`config.mk`:
```
export PLATFORM = sky130hd
export DESIGN_NAME = input_ctrl
export DESIGN_NICKNAME = d
export VERILOG_FILES = /design/src/rtl/input_ctrl.sv
export SDC_FILE = /design/constraint.sdc
export NUM_CORES = 1
export LEC_CHECK = 0
export CORE_MARGIN = 2
export CORE_UTILIZATION = 40
export CTS_CLUSTER_DIAMETER = 50
export DETAILED_ROUTE_END_ITERATION = 10
export PLACE_DENSITY = 0.69
export SYNTH_ARGS = -nofsm -noshare
export SYNTH_HDL_FRONTEND = slang
export SYNTH_SLANG_ARGS = --single-unit
```
`constraint.sdc`:
```
create_clock -name clk -period 2.52 [get_ports clk]
set_input_delay 0.252 -clock clk [delete_from_list [all_inputs] [get_ports clk]]
set_output_delay 0.252 -clock clk [all_outputs]
set_load 0.1 [all_outputs]
```
`src/rtl/input_ctrl.sv`:
```
// Router input-port controller: two one-packet VC buffers (even/odd), XY route computed at write,
// one-hot request plus hop-decremented data presented on the buffer matching the current polarity.
module input_ctrl #(
    parameter int DATA_WIDTH = 64,
    parameter int HOP_WIDTH  = 4
) (
    input  logic                  clk,
    input  logic                  reset,
    input  logic                  polarity,
    input  logic                  send_in,
    input  logic [DATA_WIDTH-1:0] data_in,
    output logic                  ready_in,
    input  logic [4:0]            clear_in,
    output logic [4:0]            req_out,
    output logic [DATA_WIDTH-1:0] data_out,
    output logic [1:0]            buf_full,
    output logic                  vc_err
);

    localparam int VC_BIT  = 63;
    localparam int XDIR    = 62;
    localparam int YDIR    = 61;
    localparam int HX_LSB  = 52;
    localparam int HY_LSB  = 48;

    localparam logic [4:0] R_PE = 5'b00001;
    localparam logic [4:0] R_S  = 5'b00010;
    localparam logic [4:0] R_N  = 5'b00100;
    localparam logic [4:0] R_E  = 5'b01000;
    localparam logic [4:0] R_W  = 5'b10000;

    logic [DATA_WIDTH-1:0] data_q  [2];
    logic [4:0]            route_q [2];
    logic [1:0]            full;
    logic                  vc_err_q;

    logic                  wr_idx;
    logic [HOP_WIDTH-1:0]  hop_x;
    logic [HOP_WIDTH-1:0]  hop_y;
    logic [4:0]            route_new;
    logic [DATA_WIDTH-1:0] data_new;
    logic                  vc_ok;
    logic                  accept;

    // The link always targets the buffer of the opposite phase; the current phase's buffer is presented.
    assign wr_idx   = ~polarity;
    assign hop_x    = data_in[HX_LSB +: HOP_WIDTH];
    assign hop_y    = data_in[HY_LSB +: HOP_WIDTH];
    assign ready_in = ~full[wr_idx];
    assign vc_ok    = (data_in[VC_BIT] == wr_idx);
    assign accept   = send_in && ready_in && vc_ok;

    always_comb begin
        route_new = R_PE;
        data_new  = data_in;
        if (hop_x != '0) begin
            route_new = data_in[XDIR] ? R_W : R_E;
            data_new[HX_LSB +: HOP_WIDTH] = hop_x - HOP_WIDTH'(1);
        end else if (hop_y != '0) begin
            route_new = data_in[YDIR] ? R_S : R_N;
            data_new[HY_LSB +: HOP_WIDTH] = hop_y - HOP_WIDTH'(1);
        end
    end

    always_ff @(posedge clk) begin
        if (reset) begin
            full       <= '0;
            data_q[0]  <= '0;
            data_q[1]  <= '0;
            route_q[0] <= '0;
            route_q[1] <= '0;
            vc_err_q   <= 1'b0;
        end else begin
            // A full write buffer blocks accept, so write and clear never collide on one buffer.
            if (accept) begin
                data_q[wr_idx]  <= data_new;
                route_q[wr_idx] <= route_new;
                full[wr_idx]    <= 1'b1;
            end else if (|clear_in) begin
                full[wr_idx]    <= 1'b0;
            end
            if (send_in && ready_in && !vc_ok)
                vc_err_q <= 1'b1;
        end
    end

    assign req_out  = full[polarity] ? route_q[polarity] : '0;
    assign data_out = full[polarity] ? data_q[polarity]  : '0;
    assign buf_full = full;
    assign vc_err   = vc_err_q;

endmodule

```
==> out/metrics.cfg <==
[run_status]
run_status=complete, no violations

[global_routing]
gr-usage-all-layers_pct=18.33
grt_max_degree=70
first_global_vias=4758
antenna_found_initial=0
wire_length_of_the_first_global_routing_pass_mm=24.70
grt.overflow.total=0

[timing]
holdWs_ns=0.4934
slew_viol_final=0
setup_viol=0
max_slew.worst_pin.slew_ns=0.5440
maximum_clock_frequency_mhz=500.3
setup_total_negative_slack_ns=0
min_period_ns=1.999
rsz0062_at_grt=no
relSlewSlack_pct=63.73
post-route-period-util_pct=79.31
finalClockSkew_ns=0.004038
hold_viol_final=0

[setup_path]
critPathCaptureType=output port
cp.buffers_inverters=2
crit_end=data_out[15]
critical_path.most_common_cell=sky130_fd_sc_hd__buf_12
timing_worst_setup_path_type=register to output port
register_to_register_setup_slack_ns=0.94
worstPathMaxFanout=69
kind_of_cell_adding_the_most_delay_to_the_critical_path=buffers and inverters
path_cells=mux2i_4 > buf_12 > nor2_1 > buf_12
critical_path_rt_ns=2.27
timing.critical_path.slowest_stage_cell=sky130_fd_sc_hd__dfxtp_2
critical_path.startpoint_type=register
worstReg2RegEnd=data_q[1][7]$_SDFFCE_PN0P_
crit_cells=4
rr_worst_depth=4
critPathMaxStageDelay_ns=0.37
worst-endpoint-arrival_ns=1.75

[worst_hold_path]
hold_path_class=register to register
hold-path-cell-count=2

[yosys]
synth.most_common_cell=sky130_fd_sc_hd__edfxtp_1
synth.top_cells.by_count=sky130_fd_sc_hd__edfxtp_1 (138), sky130_fd_sc_hd__nor2_1 (86), sky130_fd_sc_hd__mux2i_1 (74)
postSynth.topFlopCell=sky130_fd_sc_hd__edfxtp_1
yosysSeqAreaShare_pct=64.31
synth.top_cells.by_area=sky130_fd_sc_hd__edfxtp_1 (63%), sky130_fd_sc_hd__mux2i_1 (11%), sky130_fd_sc_hd__and2_1 (5.6%)
async_flop_share_pct=0
synth.avg_cell_area_um2=12.95
synth.distinct_cells=37
number_of_flops_mapped_to_enable_cells_by_yosys=138
synth_cells=505
synth_fp_nets=580
syn-cell-area_um2=6538
yosys_warnings=0
post-synth-top-area-fraction_pct=63.39
synth.ff_latch_count=141
synth_largest_area_cell=sky130_fd_sc_hd__edfxtp_1

[clock_tree]
deepest_clock_path_buffer_count=2
clkLatencyLatePin_ns=0.42
path_clk_slew_ns=0.05
clockRootBuffer=sky130_fd_sc_hd__clkbuf_16
cts_hold_repair_buffers=0
tritoncts.num_buffers=17
ctsResizeCount=0
cts-htree-levels=4
tritoncts=built
clock-sinks=141
cts.repair_timing.setup_buffer_count=0

[route]
drt-pass1-iter-count=4
avgViaCountPerCell=5.120
number_of_drc_markers_after_the_initial_detailed_route_iteration=267
detail_route.drc_violations=0
route.final.wire_length_mm=15.15
antenna_viol_nets_final=0
detailroute.via_count=4495
post_drt_wl_per_cell_um=17.26

[final_layout]
area.growth.synth_to_final_pct=47.56
nets=726
post_route_cells_drive_above_1_share_pct=22.05
num-fill-cells=1214
num_antenna_cells=0
postLayoutCoreUtil_pct=60.51
final_cells=878

[floorplanning]
die_height_um=131.8
initial_core_util_pct=41.01
core_area_um2=15940
die_area_um2=17380
io_pins=146
core.rowCount=46
floorplan.die.width_um=131.8

[place]
place.detailed.hpwl_mm=10.11
dp.cells=848
number_of_i_o_port_buffers=145
gpl_wtd_cong=0.7642

[pwr]
static-leakage-power_nw=3.862
worst_ir_drop_vdd_mv=0.5304
total_power_w=0.006164
power-per-cell-area_nw_per_um2=639.0

[job]
cap_violations=0

[layout by cell type, fill, tap and decap left out, drive strengths merged, types with 2 or more instances in the layout]
master         Yosys  final
bufinv             0      4
buf               20     91
or3b               2      2
nand3              3      3
clkdlybuf4s50      0     71
inv                6      6
nor2b              2      2
o21ai              3      3
and2              58     58
nor2              87     87
a21oi              6      6
nor3               7      7
dfxtp              3      3
clkinv             0      4
nor3b              3      3
clkbuf            15     21
and3              57     57
a211oi             2      2
nand2b             4      4
mux2i             74     74
ha                 2      2
nand2              5      5
edfxtp           138    138
[how the worst min path moves through the flow]
stage	start	to	slack, ns
global route	data_in[19]	data_q[1][19]$_SDFFCE_PN0P_	0.51
finish	vc_err$_SDFFE_PP0P_	vc_err$_SDFFE_PP0P_	0.49
detailed placement	vc_err$_SDFFE_PP0P_	vc_err$_SDFFE_PP0P_	0.49
CTS	polarity	vc_err$_SDFFE_PP0P_	0.49
global placement	vc_err$_SDFFE_PP0P_	vc_err$_SDFFE_PP0P_	0.47
floorplan	reset	vc_err$_SDFFE_PP0P_	0.32
[cell type report]
type | instances | area, um^2 | area share (%)
tap | 216 | 270.3 | 2.802
clock buffer | 21 | 440.4 | 4.565
clock inverter | 9 | 145.1 | 1.505
sequential | 141 | 4207 | 43.61
inverter | 6 | 22.52 | 0.2335
timing repair buffer | 162 | 2320 | 24.05
multi-input combinational | 323 | 2242 | 23.24
[cell families (layout without fill, tap and decap cells)]
family	Yosys count	after routing	share of synthesized area, %
DFF	141	141	64.31
xor gates and xnor gates	1	1	0.1340
buffers and inverters	41	198	3.215
other	1	1	0.05736
adders and majority gates	2	2	0.3827
muxes	75	75	11.50
and+or+nand+nor	230	230	18.99
AOI/OAI and AO/OA	14	14	1.416
[routing by layer]
layer / global-route usage [%] / wire [um] / vias up
met5: 0 / 0 / -
li1: - / - / 2106
met3: 4.152 / 744 / 20
met4: 7.428 / 223 / 0
met2: 31.68 / 7953 / 152
met1: 22.27 / 6233 / 2217
[through the flow]
stage          setup slack [ns]  cell area [um^2]
2_1_floorplan           -0.1929              6625
3_3_place_gp             0.4490              9061
3_5_place_dp             0.3815              9061
4_1_cts                  0.5024              9647
5_1_grt                  0.4407              9647
6_report                 0.5213              9647
[tightest hold or removal path, stage by stage (launching register included)]
cell	delay [ns]
sky130_fd_sc_hd__dfxtp_1	0.33
sky130_fd_sc_hd__a311oi_1	0.05
sky130_fd_sc_hd__nor2_1	0.07
[power by group]
part           total [W]  internal (W)  switching [W]
logic           0.000893      0.000349       0.000544
registers        0.00277       0.00273      0.0000407
clock network    0.00250       0.00163       0.000871
total            0.00616       0.00471        0.00146
[flip-flops by register name (all words and copies together) (netlist names), named ones only]
| name | flops |
|---|---|
| data_q | 128 |
| vc_err | 1 |
| route_q | 10 |
(Power assumes the default switching activity.)
